$ cat config.mk
export PLATFORM = sky130hd
export DESIGN_NAME = booth_op_sequencer_flat
export DESIGN_NICKNAME = d
export VERILOG_FILES = /design/src/rtl/booth_op_sequencer_pkg.sv /design/src/rtl/booth_op_sequencer_if.sv /design/src/rtl/booth_op_sequencer_watchdog.sv /design/src/rtl/booth_op_sequencer.sv /design/src/flat_wrapper.sv
export SDC_FILE = /design/constraint.sdc
export NUM_CORES = 1
export LEC_CHECK = 0
export CORE_MARGIN = 2
export CORE_UTILIZATION = 44
export CTS_CLUSTER_DIAMETER = 40
export CTS_CLUSTER_SIZE = 20
export DETAILED_ROUTE_END_ITERATION = 8
export GPL_TIMING_DRIVEN = 1
export PLACE_DENSITY = 0.79
export SYNTH_ARGS = -nofsm -noshare
export SYNTH_HDL_FRONTEND = slang
export SYNTH_SLANG_ARGS = --single-unit
$ cat constraint.sdc
create_clock -name clk_in -period 2.1 [get_ports clk_in]
set_input_delay 0.21 -clock clk_in [delete_from_list [all_inputs] [get_ports clk_in]]
set_output_delay 0.21 -clock clk_in [all_outputs]
set_load 0.05 [all_outputs]
$ cat src/rtl/booth_op_sequencer_pkg.sv
// Shared state encoding and default geometry for the Booth multiplier front-end sequencer.
package booth_pkg;

  typedef enum logic [1:0] {
    IDLE = 2'd0,
    LOAD = 2'd1,
    RUN  = 2'd2,
    DONE = 2'd3
  } booth_seq_state_t;

  localparam int BOOTH_IW          = 6;
  localparam int BOOTH_OW          = 12;
  localparam int BOOTH_CS          = 4;
  localparam int BOOTH_DONE_COUNT  = 7;
  localparam int BOOTH_LOAD_CYCLES = 2;
  localparam int BOOTH_TIMEOUT     = 16;

  // Watchdog width: must be able to hold TIMEOUT itself so the count saturates instead of wrapping.
  function automatic int booth_wd_width(input int timeout);
    return $clog2(timeout + 1);
  endfunction

endpackage

$ cat src/rtl/booth_op_sequencer_if.sv
// Operand request and product response handshakes between a client and the Booth sequencer.
interface booth_op_sequencer_if #(
  parameter int IW = booth_pkg::BOOTH_IW,
  parameter int OW = booth_pkg::BOOTH_OW
);

  logic          op_valid_in;
  logic          op_ready_out;
  logic [IW-1:0] multiplicand_in;
  logic [IW-1:0] multiplier_in;
  logic          res_valid_out;
  logic          res_ready_in;
  logic [OW-1:0] res_product_out;

  modport slave (
    input  op_valid_in,
    input  multiplicand_in,
    input  multiplier_in,
    input  res_ready_in,
    output op_ready_out,
    output res_valid_out,
    output res_product_out
  );

  modport master (
    output op_valid_in,
    output multiplicand_in,
    output multiplier_in,
    output res_ready_in,
    input  op_ready_out,
    input  res_valid_out,
    input  res_product_out
  );

endinterface

$ cat src/rtl/booth_op_sequencer_watchdog.sv
// Run-phase watchdog: clearable, enabled up-counter that saturates at TIMEOUT.
// expired is combinational and asserts on the TIMEOUT-th enabled cycle after a clear.
module booth_seq_watchdog
  import booth_pkg::*;
#(
  parameter  int TIMEOUT = BOOTH_TIMEOUT,
  localparam int W       = booth_wd_width(TIMEOUT)
) (
  input  logic clk,
  input  logic rst_n,
  input  logic clear,
  input  logic enable,
  output logic expired
);

  logic [W-1:0] count;

  always_ff @(posedge clk or negedge rst_n) begin
    if (!rst_n) begin
      count <= '0;
    end else if (clear) begin
      count <= '0;
    end else if (enable && (count != W'(TIMEOUT))) begin
      count <= count + 1'b1;
    end
  end

  assign expired = (count == W'(TIMEOUT - 1));

endmodule

$ cat src/rtl/booth_op_sequencer.sv
// Booth core front-end: load operands, wait for step counter, return product (opt. BOOTH_SEQ_SELFCHECK_EN).
// Latency: LOAD_CYCLES + run cycles + 1 from operand handshake to res_valid_out; one op in flight.
// Backpressure: op_ready_out low while busy; product held in DONE until res_ready_in.
module booth_op_sequencer
  import booth_pkg::*;
#(
  parameter int INPUT_WIDTH  = BOOTH_IW,
  parameter int OUTPUT_WIDTH = BOOTH_OW,
  parameter int COUNTER_SIZE = BOOTH_CS,
  parameter int DONE_COUNT   = BOOTH_DONE_COUNT,
  parameter int LOAD_CYCLES  = BOOTH_LOAD_CYCLES,
  parameter int TIMEOUT      = BOOTH_TIMEOUT
) (
  input  logic                    clk_in,
  input  logic                    rst_in,
  booth_op_sequencer_if.slave     io,
  output logic                    mul_rst_out,
  output logic [INPUT_WIDTH-1:0]  mul_multiplicand_out,
  output logic [INPUT_WIDTH-1:0]  mul_multiplier_out,
  input  logic [OUTPUT_WIDTH-1:0] mul_product_in,
  input  logic [COUNTER_SIZE-1:0] mul_counter_in,
  output logic                    busy_out,
  output logic                    timeout_out,
  output logic                    mismatch_out
);

  localparam int LCW = (LOAD_CYCLES > 1) ? $clog2(LOAD_CYCLES) : 1;

  generate
    if (OUTPUT_WIDTH != 2 * INPUT_WIDTH) begin : g_bad_output_width
      $error("booth_op_sequencer: OUTPUT_WIDTH must equal 2*INPUT_WIDTH");
    end
    if (LOAD_CYCLES < 1) begin : g_bad_load_cycles
      $error("booth_op_sequencer: LOAD_CYCLES must be at least 1");
    end
    if (TIMEOUT < DONE_COUNT) begin : g_bad_timeout
      $error("booth_op_sequencer: TIMEOUT must be at least DONE_COUNT");
    end
  endgenerate

  booth_seq_state_t        state_q, state_n;
  logic                    op_ready_q, op_ready_n;
  logic                    mul_rst_q, mul_rst_n;
  logic                    res_valid_q, res_valid_n;
  logic                    busy_q, busy_n;
  logic                    timeout_q, timeout_n;
  logic [OUTPUT_WIDTH-1:0] product_q, product_n;
  logic [INPUT_WIDTH-1:0]  a_q, a_n;
  logic [INPUT_WIDTH-1:0]  b_q, b_n;
  logic [LCW-1:0]          load_cnt_q, load_cnt_n;
  logic                    counter_done;
  logic                    wd_expired;

  assign counter_done = (mul_counter_in == COUNTER_SIZE'(DONE_COUNT));

  booth_seq_watchdog #(
    .TIMEOUT (TIMEOUT)
  ) u_watchdog (
    .clk     (clk_in),
    .rst_n   (rst_in),
    .clear   (state_q != RUN),
    .enable  (state_q == RUN),
    .expired (wd_expired)
  );

  always_comb begin
    state_n     = state_q;
    op_ready_n  = 1'b0;
    mul_rst_n   = 1'b1;
    res_valid_n = 1'b0;
    timeout_n   = timeout_q;
    product_n   = product_q;
    a_n         = a_q;
    b_n         = b_q;
    load_cnt_n  = load_cnt_q;

    unique case (state_q)
      IDLE: begin
        op_ready_n = 1'b1;
        if (io.op_valid_in && op_ready_q) begin
          a_n        = io.multiplicand_in;
          b_n        = io.multiplier_in;
          load_cnt_n = '0;
          op_ready_n = 1'b0;
          state_n    = LOAD;
        end
      end

      LOAD: begin
        if (load_cnt_q == LCW'(LOAD_CYCLES - 1)) begin
          mul_rst_n = 1'b0;
          state_n   = RUN;
        end else begin
          load_cnt_n = load_cnt_q + 1'b1;
        end
      end

      RUN: begin
        mul_rst_n = 1'b0;
        // A final counter on the watchdog's last cycle still counts as a good result.
        if (counter_done) begin
          product_n   = mul_product_in;
          res_valid_n = 1'b1;
          mul_rst_n   = 1'b1;
          state_n     = DONE;
        end else if (wd_expired) begin
          product_n   = '0;
          timeout_n   = 1'b1;
          res_valid_n = 1'b1;
          mul_rst_n   = 1'b1;
          state_n     = DONE;
        end
      end

      DONE: begin
        res_valid_n = 1'b1;
        if (res_valid_q && io.res_ready_in) begin
          res_valid_n = 1'b0;
          op_ready_n  = 1'b1;
          state_n     = IDLE;
        end
      end

      default: begin
        state_n = IDLE;
      end
    endcase

    busy_n = (state_n != IDLE);
  end

  always_ff @(posedge clk_in or negedge rst_in) begin
    if (!rst_in) begin
      state_q     <= IDLE;
      op_ready_q  <= 1'b0;
      mul_rst_q   <= 1'b1;
      res_valid_q <= 1'b0;
      busy_q      <= 1'b0;
      timeout_q   <= 1'b0;
      product_q   <= '0;
      a_q         <= '0;
      b_q         <= '0;
      load_cnt_q  <= '0;
    end else begin
      state_q     <= state_n;
      op_ready_q  <= op_ready_n;
      mul_rst_q   <= mul_rst_n;
      res_valid_q <= res_valid_n;
      busy_q      <= busy_n;
      timeout_q   <= timeout_n;
      product_q   <= product_n;
      a_q         <= a_n;
      b_q         <= b_n;
      load_cnt_q  <= load_cnt_n;
    end
  end

`ifdef BOOTH_SEQ_SELFCHECK_EN
  logic signed [2*INPUT_WIDTH-1:0] ref_product;
  logic                            capture;
  logic                            mismatch_q;

  assign ref_product = $signed({{INPUT_WIDTH{a_q[INPUT_WIDTH-1]}}, a_q})
                     * $signed({{INPUT_WIDTH{b_q[INPUT_WIDTH-1]}}, b_q});
  assign capture     = (state_q == RUN) && counter_done;

  always_ff @(posedge clk_in or negedge rst_in) begin
    if (!rst_in) begin
      mismatch_q <= 1'b0;
    end else if (capture && (mul_product_in != OUTPUT_WIDTH'(ref_product))) begin
      mismatch_q <= 1'b1;
    end
  end

  assign mismatch_out = mismatch_q;
`else
  assign mismatch_out = 1'b0;
`endif

  assign io.op_ready_out      = op_ready_q;
  assign io.res_valid_out     = res_valid_q;
  assign io.res_product_out   = product_q;
  assign mul_rst_out          = mul_rst_q;
  assign mul_multiplicand_out = a_q;
  assign mul_multiplier_out   = b_q;
  assign busy_out             = busy_q;
  assign timeout_out          = timeout_q;

endmodule

$ cat src/flat_wrapper.sv
// flat-port wrapper written by rule: the top's interface ports become plain ports
module booth_op_sequencer_flat import booth_pkg::*;
#(
  parameter int INPUT_WIDTH  = BOOTH_IW,
  parameter int OUTPUT_WIDTH = BOOTH_OW,
  parameter int COUNTER_SIZE = BOOTH_CS,
  parameter int DONE_COUNT   = BOOTH_DONE_COUNT,
  parameter int LOAD_CYCLES  = BOOTH_LOAD_CYCLES,
  parameter int TIMEOUT      = BOOTH_TIMEOUT
)
  (clk_in, rst_in, mul_rst_out, mul_multiplicand_out, mul_multiplier_out, mul_product_in, mul_counter_in, busy_out, timeout_out, mismatch_out, io_op_valid_in, io_multiplicand_in, io_multiplier_in, io_res_ready_in, io_op_ready_out, io_res_valid_out, io_res_product_out);
  booth_op_sequencer_if #(.IW((6)), .OW((12))) io_i ();
  input  logic clk_in;
  input  logic rst_in;
  output logic mul_rst_out;
  output logic [INPUT_WIDTH-1:0] mul_multiplicand_out;
  output logic [INPUT_WIDTH-1:0] mul_multiplier_out;
  input  logic [OUTPUT_WIDTH-1:0] mul_product_in;
  input  logic [COUNTER_SIZE-1:0] mul_counter_in;
  output logic busy_out;
  output logic timeout_out;
  output logic mismatch_out;
  input wire logic [$bits(io_i.op_valid_in)-1:0] io_op_valid_in;
  input wire logic [$bits(io_i.multiplicand_in)-1:0] io_multiplicand_in;
  input wire logic [$bits(io_i.multiplier_in)-1:0] io_multiplier_in;
  input wire logic [$bits(io_i.res_ready_in)-1:0] io_res_ready_in;
  output wire logic [$bits(io_i.op_ready_out)-1:0] io_op_ready_out;
  output wire logic [$bits(io_i.res_valid_out)-1:0] io_res_valid_out;
  output wire logic [$bits(io_i.res_product_out)-1:0] io_res_product_out;
  assign io_i.op_valid_in = io_op_valid_in;
  assign io_i.multiplicand_in = io_multiplicand_in;
  assign io_i.multiplier_in = io_multiplier_in;
  assign io_i.res_ready_in = io_res_ready_in;
  assign io_op_ready_out = io_i.op_ready_out;
  assign io_res_valid_out = io_i.res_valid_out;
  assign io_res_product_out = io_i.res_product_out;
  booth_op_sequencer #(.INPUT_WIDTH(INPUT_WIDTH), .OUTPUT_WIDTH(OUTPUT_WIDTH), .COUNTER_SIZE(COUNTER_SIZE), .DONE_COUNT(DONE_COUNT), .LOAD_CYCLES(LOAD_CYCLES), .TIMEOUT(TIMEOUT)) u_core (.clk_in(clk_in), .rst_in(rst_in), .io(io_i), .mul_rst_out(mul_rst_out), .mul_multiplicand_out(mul_multiplicand_out), .mul_multiplier_out(mul_multiplier_out), .mul_product_in(mul_product_in), .mul_counter_in(mul_counter_in), .busy_out(busy_out), .timeout_out(timeout_out), .mismatch_out(mismatch_out));
endmodule
# Yosys cells after proc, flatten, opt, wreduce, memory -nomap -nowiden
# Index checks and enable logic that the tools add are counted.
op_classes:
  n_mul: 0
  n_eq_ne: 8
  reduce_logical: 12
  magnitude_cmp: 0
  div_mod_pow: 0
  shift: 0
  n_bitwise: 1
  n_addsub: 2
  muxes: 22
op_table:
  columns: ["operator", "n"]
  rows:
  - ["$mux 12", 2]
  - ["$mux 2", 5]
  - ["$mux 5", 2]
  - ["$mux 1", 8]
  - ["$pmux 1 s2", 4]
  - ["$pmux 2 s4", 1]
  - ["$reduce_bool 2->1", 4]
  - ["$reduce_and 2->1", 3]
  - ["$add 5x1->5 const B", 1]
  - ["$eq 5x4->1 const B", 1]
  - ["$ne 5x5->1 const B", 1]
  - ["$eq 2x2->1 const B", 2]
  - ["$eq 4x3->1 const B", 1]
  - ["$logic_and 1x1->1", 3]
  - ["$reduce_and 3->1", 1]
  - ["$eq 2x1->1 const B", 1]
  - ["$logic_not 2->1", 1]
  - ["$ne 2x1->1 const B", 1]
  - ["$ne 2x2->1 const B", 1]
  - ["$add 1x1->1 const B", 1]
  - ["$not 1->1", 1]
word_totals:
  wordCells: 56
  ramBits: 0
  rom_bits: 0
  reg_bits: 37
  latchBits: 0
  out_inout_bits: 30
  n_memories: 0
  inputBits: 32

# Logic depth before layout (Yosys ltp)
# Gate-level depths: netlist of the first run.
depth:
  ltp_word: 5
  depth_mapped: 7
  depth_no_buf: 6

# Cells and area by module
# A second synthesis of the first run with hierarchy kept.
unflattened:
  hier_cells: 126
  area_unflattened_um2: 1622.8
by_module_without_submodules:
  columns: ["mod", "seq_area_each_um2", "cells_each", "area_per_inst_um2", "n_inst"]
  rows:
  - ["booth_op_sequencer", 802.0, 96, 1330.0, 1]
  - ["booth_seq_watchdog", 125.1, 30, 292.8, 1]

# Worst setup path after synthesis of the first run
# OpenSTA, ideal clock, no wires.
synth_timing:
  path_type: "flip-flop to flip-flop"
  start: "reg u_core.u_watchdog.count[0]"
  end: "reg u_core.busy_q, in the netlist u_core.busy_out"
  stages_incl_launch_ff: 7
  path_slack_ps: 420
  arrival_ps: 1541
  path_buffers: 0
  setup_time_ps: 140
  synth_period_minus_slack_ps: 1680
  t_required_ps: 1960
  path_cell_list: "dfrtp_1 > ha_1 > and3_1 > ha_1 > or3_1 > o221ai_1 > o211ai_1"
synth_via:
  elab_chain_cells: 5
synth_rtl:
  columns: ["item", "line_no", "text"]
  rows:
  - ["start: declaration", "booth_op_sequencer_watchdog.sv:16", "logic [W-1:0] count;"]
  - ["start signal: assignment", "booth_op_sequencer_watchdog.sv:24", "count <= count + 1'b1;"]
  - ["$eq 5x4->1", "booth_op_sequencer_watchdog.sv:28", "assign expired = (count == W'(TIMEOUT - 1));"]
  - ["$mux 2", "booth_op_sequencer.sv:106", "end else if (wd_expired) begin"]
  - ["$mux 2", "booth_op_sequencer.sv:101", "if (counter_done) begin"]
  - ["$pmux 2 s4", "booth_op_sequencer.sv:77", "unique case (state_q)"]
  - ["$reduce_bool 2->1", "booth_op_sequencer.sv:129", "busy_n = (state_n != IDLE);"]
  - ["net u_core.busy_n", "booth_op_sequencer.sv:45", "logic busy_q, busy_n;"]
  - ["end signal: assignment", "booth_op_sequencer.sv:149", "busy_q <= busy_n;"]
  - ["end: declaration", "booth_op_sequencer.sv:45", null]
# The timed path passes the listed nets, and every way through them passes these cells.
# A chain may end at the register's enable or synchronous reset.

# Worst setup path after layout of the first run
layout_timing:
  start: "reg u_core.mul_rst_q, in the netlist u_core.mul_rst_out"
  end: "out mul_rst_out"
layout_lines:
  columns: ["item", "line_no", "text"]
  rows:
  - ["start: declaration", "booth_op_sequencer.sv:43", "logic mul_rst_q, mul_rst_n;"]
  - ["start signal: assignment", "booth_op_sequencer.sv:147", "mul_rst_q <= mul_rst_n;"]
  - ["end: declaration", "flat_wrapper.sv:15", "output logic mul_rst_out;"]
# No word-level cell between the ends.

==> results summary, run 1 <==
The maximum clock frequency came out at approximately 0.56 GHz. The cell type group with the largest total delay on the critical path is buffers and inverters. The number of global-route vias before repair came to 1382. The number of DRC violations after detailed-routing iteration 0 came out at 36.

The number of routed nets with antenna violations is 0. sky130_fd_sc_hd__dfrtp_1 is the most common cell in the netlist. The I/O pin count is 62.

The fraction of synthesized cell area taken by the top area cell type is 0.516. The total via count in the routed design is approximately 1300. The required time of the critical path came out at 1.89 ns. The die is 67.0 um tall. The post-synthesis cell area is around 0.0017 sq mm. The biggest area contributor in the post-synthesis netlist is sky130_fd_sc_hd__dfrtp_1. The final critical-path share of the clock period came out at 0.854.

Input and output buffers added on the ports amount to 60. In this run the number of H-tree levels came out at 2. At the end of routability-driven placement, the weighted congestion stood at between 0.8 and 0.9. The final-layout worst hold slack is between 0.005 and 0.006 ns.

The synthesized netlist net count is 184. The most used flip-flop cell after synthesis is sky130_fd_sc_hd__dfrtp_1. Ranked by total cell area, the synthesized netlist is headed by sky130_fd_sc_hd__dfrtp_1 52%, sky130_fd_sc_hd__mux2_4 7.7%, sky130_fd_sc_hd__ha_1 5.0%. The count of pins over their slew limit is 0.

The count of endpoints failing hold in the final timing report came out at 0. The number of gates resized after cts is 0. The die footprint came out at 0.00448 sq mm. The slew at the pin closest to its max-slew limit came out at between 0.7 and 0.8 ns. The worst setup path is launched from a flop. The clock tree root buffer cell is sky130_fd_sc_hd__clkbuf_8. By count the netlist is led by 36 x sky130_fd_sc_hd__dfrtp_1, 16 x sky130_fd_sc_hd__nand3_1, 14 x sky130_fd_sc_hd__nand2_1. The critical path arrival came out at between 1.5 and 2 ns. The final net count is 245. For this run, the detailed router's first-pass iteration total came to 4. After detailed routing, the average wire length per cell comes to roughly 15 um. The maximum number of buffers from clock root to sink came out at 2. After clock tree synthesis, the clock-pin slew on the worst setup and hold paths is 0.07 ns. The worst pin sits at a relative slew slack of 0.473. The largest net degree at the start of global routing came out at 38. Power spread over the standard cell area amounts to between 1500 and 2000 mW/mm^2.

Relative to the synthesized area, the layout overhead comes to 39.6%. The maximum vdd drop is about 760 uV. The category of the most critical setup path is reg2out. Synthesis handed over a netlist of between 100 and 150 instances. The nature of the critical path endpoint is an output pin. The sum of net half-perimeters after detailed placement is 2.84 mm.

The setup TNS came out at 0 ns. The first-pass GRT wire length came out at between 6 and 7 mm. The total DRC errors in the routed layout is 0.

The portion of the post-synthesis area used by sequential elements is 0.532. The global-route usage over all layers is 0.185. The flow ran to the end, and the final reports show no timing, DRC or antenna violations. The number of rows created at floorplan is 22. The critical path goes through clkdlybuf4s50_1. The initial antenna violation count came to 0. The number of vias per cell after detailed routing is just over 5.

Of the cells placed in the final design, the portion with a size suffix greater than 1 is 0.164. The share of async-settable or async-resettable flops after synthesis came out at 1.00. The total of flip-flops plus latches after synthesis came out at 37.

Along the worst path, the maximum fanout reaches 1. In this design, the stage delay of the slowest critical-path cell is 0.79 ns. Setup violations remaining at the end of the flow were counted as 0. The horizontal die dimension came out at roughly 67 um.

Setup repair after global routing left no endpoint under its margin. The TritonCTS buffer count is 5. The core area came out at ~0.0037 sq mm.

Among all stages on the critical path, the largest delay is contributed by sky130_fd_sc_hd__clkdlybuf4s50_1. The kind of path behind the tightest hold check is in2async. At the later pin of the worst-skew pair, clock insertion delay measures between 0.2 and 0.3 ns. The number of max-capacitance violations reported came out at 0. The mean area per synthesized cell came out at roughly 12 sq um. The clock arrives with approximately 0.0061 ns of skew. The leakage power figure is 1.09 nW. Counting both buffers and inverters, the worst setup path holds a total of 1. After synthesis, the netlist uses 38 different library cells. The count of flip-flops with a built-in enable after synthesis came out at 0. The count of yosys warnings during synthesis is 0. Once the clock tree was built, the setup fixing pass inserted 0 buffers. The count of inserted antenna diode cells is 0. The number of clock sinks is 37.

TritonCTS built the clock tree. The number of hold buffers added after CTS is 0. The detailed-route wire length came out at about 3.7 mm. For this configuration, the core starts out at a cell density of 0.466.

After global routing the overflow that remains totals 0. The final critical-path required period came out at ~1.8 ns.
## final cells by class
cell class	count	area [sq um]
Multi-Input combinational cell	95	738
Inverter	5	18.8
Clock buffer	8	80.1
Fill cell	299	1310
Tap cell	48	60.1
Sequential cell	37	927
Timing Repair Buffer	62	611
## power breakdown
part	switching (mW)	internal (mW)
combinational	1.40	0.864
sequential	0.182	1.02
clock	0.220	0.235
## per-layer routing
| metal | GRT usage | share of wire |
|---|---|---|
| met1 | 0.185 | 0.38 |
| met2 | 0.345 | 0.51 |
| met3 | 0.0693 | 0.081 |
| met4 | 0.0663 | 0.025 |
| met5 | 0 | 0 |
## cell families (layout without fill, tap and decap cells)
family,after synthesis,in the layout,synth area share
AND/OR/NAND/NOR,47,47,0.145
flip-flops,37,37,0.532
AO/OA/AOI/OAI,24,24,0.108
multiplexers,13,13,0.103
buffers and inverters,13,75,0.0452
adder cells (fa/ha/maj),7,7,0.0502
XOR/XNOR,3,3,0.0151
other,1,1,0.00215
## sequential cells by signal, summed over array words and instances, names as in the netlist
name and cells:
u_core.mul_rst_out 1, u_core.mul_multiplicand_out 6, u_core.mul_multiplier_out 6, u_core.busy_out 1
u_core.timeout_out 1, u_core.io.res_valid_out 1, u_core.io.op_ready_out 1, u_core.state_q 2
u_core.io.res_product_out 12, u_core.load_cnt_q 1, u_core.u_watchdog.count 5
## cells in the final DEF (no fill, tap or decap), drive strengths merged, types with 2 or more instances in the layout
cell / instances
clkdlybuf4s50: 59
dfrtp: 36
nand3: 17
nand2: 14
o21ai: 13
mux2: 12
clkbuf: 8
ha: 7
inv: 5
and2: 3
buf: 3
o21bai: 2
a21boi: 2
nor2b: 2
nand2b: 2
and3: 2
or3: 2
nor2: 2
xnor2: 2
## stage by stage
step	utilization	cell area (sq um)	power [mW]	std cells	worst slack [ns]
2_1_floorplan	-	1740	2.74	145	0.420
3_3_place_gp	0.629	2350	3.42	247	0.386
3_5_place_dp	0.629	2350	3.48	247	0.334
4_1_cts	0.650	2430	3.94	255	0.290
5_1_grt	0.650	2430	4.11	255	0.216
6_report	0.650	2430	3.92	255	0.307
## path summary, 6_finish.rpt
check	start	to	slack, ns	cells after the start
worst max-delay path	u_core.mul_rst_out	mul_rst_out	0.31	1
worst min-delay path	rst_in	u_core.u_watchdog.count[3]	0.006	1
worst max register to register	u_core.u_watchdog.count[0]	u_core.busy_out	0.32	6
worst min register to register	u_core.timeout_out	u_core.timeout_out	0.49	1
max in group asynchronous	rst_in	u_core.mul_multiplicand_out[4]	1.58	1
min in group clk_in	mul_product_in[7]	u_core.io.res_product_out[7]	0.48	3
(Power assumes the default switching activity.)
==> inputs of run 2 (changes only) <==
--- a/config.mk
+++ b/config.mk
@@ -5,7 +5,7 @@
 export SDC_FILE = /design/constraint.sdc
 export NUM_CORES = 1
 export LEC_CHECK = 0
-export CORE_MARGIN = 2
+export CORE_MARGIN = 1
 export CORE_UTILIZATION = 44
 export CTS_CLUSTER_DIAMETER = 40
 export CTS_CLUSTER_SIZE = 20
==> run 2 against run 1 <==
Via count fell by 2.0%. Routed wire length rose by 2.1%. Setup slack worse by 0.010 ns. Clock power up 18%. Combinational power is essentially flat. Fmax shrank 0.57%. Die area shrank 5.9%. Non-clock buffer count unchanged. First-iteration DRC count shrank 5.6%. Clock-buffer cell count is 1 lower. Critical path type is now reg2reg. Critical endpoint is now u_core.mul_multiplicand_out[2]. Largest cell class unchanged.
==> results summary, run 2 (synthesized netlist as in run 1, its figures left out) <==
The flow ran to the end, and the final reports show no timing, DRC or antenna violations. The final RePlAce weighted congestion came out at 0.817 (+0.63%). The post-CTS repair timing setup buffer count is 0 (unchanged). The maximum vdd drop is 976 uV (+29%). The number of rows created at floorplan is 22 (unchanged). The number of hold buffers added after CTS is 0 (unchanged).

The number of failing setup endpoints in the final timing report came out at 0 (unchanged). The final critical-path setup slack came to 0.296 ns (-0.0102 ns). The worst register-to-register path ends at u_core.mul_multiplicand_out[2]. The maximum clock frequency came out at 0.554 GHz (-0.57%). In the layout the commonest cells are 59 x sky130_fd_sc_hd__clkdlybuf4s50_1, 36 x sky130_fd_sc_hd__dfrtp_1, 16 x sky130_fd_sc_hd__nand3_1. The setup TNS came out at 0 ns (unchanged).

Setup repair after global routing left no endpoint under its margin. The final critical-path share of the clock period is 0.859 (+0.00486). The vertical die dimension came out at 65.0 um (-3.0%). The number of search-and-repair iterations in the first detailed-routing pass came to 3 (-1). The largest net degree at the start of global routing is 38 (unchanged). The number of gates resized after cts is 0 (unchanged). The number of max-capacitance violations reported came out at 0 (unchanged). The slew at the pin closest to its max-slew limit is 0.798 ns (+0.00760 ns). The layout cell share with drive strength beyond 1 was 0.179 (+0.0145).

The number of clock sinks came to 37 (unchanged). The sum of net half-perimeters after detailed placement came out at 2.74 mm (-3.4%). The core area came out at 0.00374 sq mm (unchanged). The count of pins over their slew limit is 0 (unchanged).

The part of the power in the clock network was 0.135 (+0.019). The tightest min-delay check is of the in2async type. The first-pass GRT wire length came to 6.48 mm (+6.7%). The count of input and output buffers came to 60 (unchanged). The global-route usage over all layers is 0.209 (+0.0237). The flip-flop count of the largest register after layout came out at 12 (unchanged). The number of DRC violations after detailed-routing iteration 0 is 34 (-5.6%). Compared with the post-synthesis result, the final layout area differs by 40.8%.

The count of inserted antenna diode cells came to 0 (unchanged). The source of the worst register-to-register timing path is u_core.state_q[0]. The critical path arrival came to 1.97 ns (+0.39 ns). The proportion of total power due to net switching was 0.454 (-0.00454).

The post-layout utilization of the core is 0.656 (+0.00568). The final-layout worst hold slack was 0.00643 ns (+0.000498 ns). The clock-pin slew of the registers on the worst-case setup and hold paths came to 0.07 ns (about the same). The headroom to the max-slew limit came out at 0.468 (-0.00506).

The total DRC errors in the routed layout came out at 0 (unchanged). The final net count came out at 245 (unchanged). The total power divided by cell area is 1630 mW/mm^2 (+1.1%). The number of cells on the worst reg-to-reg path came out at 4 (-2). The final routed wire length divided by cell count is 14.9 um (+2.1%). The relative contribution of sequential cells to total power is 0.299 (-0.008).

The I/O pin count is 62 (unchanged). The count of H-tree levels built during CTS came out at 2 (unchanged). The worst setup slack before clock tree synthesis was 0.309 ns (-0.0244 ns). The source-to-sink clock delay at the later pin of the worst-skew pair was 0.29 ns (about the same). The initial antenna violation count came out at 0 (unchanged). The slowest stage of the critical path belongs to the cell sky130_fd_sc_hd__dfrtp_1. The library cell used most frequently in the layout, excluding fill and tap cells, is sky130_fd_sc_hd__clkdlybuf4s50_1.

The final cell count without fillers came out at 255 (unchanged). The delay of the slowest critical-path stage was 0.44 ns (-0.35 ns). TritonCTS built the clock tree.

The number of vias per cell after detailed routing came out at 5.08 (-2.0%). The clock tree root buffer cell is sky130_fd_sc_hd__clkbuf_8. The number of routed nets with antenna violations came out at 0 (unchanged). The TritonCTS buffer count is 5 (unchanged). The combinational fraction of design power is 0.566 (-0.011).

The initial cell density of the core is 0.466 (unchanged). The die footprint came out at 0.00422 sq mm (-5.9%). The maximum net fanout on the critical path was 13 (+12). The required time of the critical path came out at 2.27 ns (+0.38 ns). The leakage power figure is 1.10 nW (+1.4%). The total congestion overflow is 0 (unchanged).

The total via count in the routed design is 1296 (-2.0%). The count of endpoints failing hold in the final timing report came out at 0 (unchanged). The cell count after placement was 247 (unchanged). The internal power consumption came out at 2.18 mW (+2.9%). The worst setup path is of the reg2reg kind. The net switching power figure came out at 1.82 mW (+1.0%). The final critical-path required period came out at 1.80 ns (+0.0102 ns). The maximum clock skew at final layout is 0.00662 ns (+0.000514 ns). The signal on the critical path passes through inv_1 -> ha_1 -> nand3_2 -> mux2_4. The horizontal die dimension is 65.0 um (-3.0%).

The worst setup path is launched from a flop. The slack of the worst reg-to-reg path is 0.30 ns (-0.02 ns). The number of global-route vias before repair came to 1419 (+2.7%).

STA classifies the critical path endpoint as a flop. The detailed-route wire length is 3.79 mm (+2.1%). The maximum number of buffers from clock root to sink is 2 (unchanged).
==> run 2: worst max path at each step <==
stage                                     from                        endpoint  slack, ns  cells after the start
CTS                          u_core.state_q[1]    u_core.mul_multiplier_out[1]       0.28                      4
global route                 u_core.state_q[0]    u_core.mul_multiplier_out[1]       0.13                      4
floorplan           u_core.u_watchdog.count[0]                 u_core.busy_out       0.42                      6
detailed placement  u_core.u_watchdog.count[0]                 u_core.busy_out       0.31                      6
finish                       u_core.state_q[0]  u_core.mul_multiplicand_out[2]       0.30                      4
global placement    u_core.u_watchdog.count[0]                 u_core.busy_out       0.38                      6
==> run 2: final cells by class <==
class / count / area, sq um
clock inverter: 1 / 5.00
multi-input combinational: 95 / 738
tap: 48 / 60.1
timing repair buffer: 62 / 611
clock buffer: 7 / 96.3
sequential: 37 / 927
inverter: 5 / 18.8
fill: 288 / 1290
==> run 2: worst max-delay path, delay by kind of cell, from the launching register on <==
family	cells	cell delay [ns]
adders and majority gates	1	0.30
buffers and inverters	1	0.12
DFF	1	0.44
muxes	1	0.43
and+or+nand+nor	1	0.39
==> run 2: per-stage QoR <==
stage	power [mW]	area, sq um
2_1_floorplan	2.74	1740
3_3_place_gp	3.42	2350
3_5_place_dp	3.47	2350
4_1_cts	4.04	2460
5_1_grt	4.21	2460
6_report	3.99	2460
==> run 2: layer usage <==
metal  up-vias  part of all wire  GRT usage
met3         5             0.066     0.0687
met2        46              0.53      0.376
li1        619                 -          -
met5         -                 0          0
met1       626              0.40      0.226
met4         0             0.012     0.0722
==> run 2: power by group through the flow <==
stage               clock network [mW]  logic [mW]  registers (mW)
floorplan                            0       0.606            2.13
global placement                     0        2.23            1.19
detailed placement                   0        2.27            1.21
CTS                              0.560        2.28            1.20
global route                     0.590        2.39            1.23
finish                           0.539        2.26            1.19
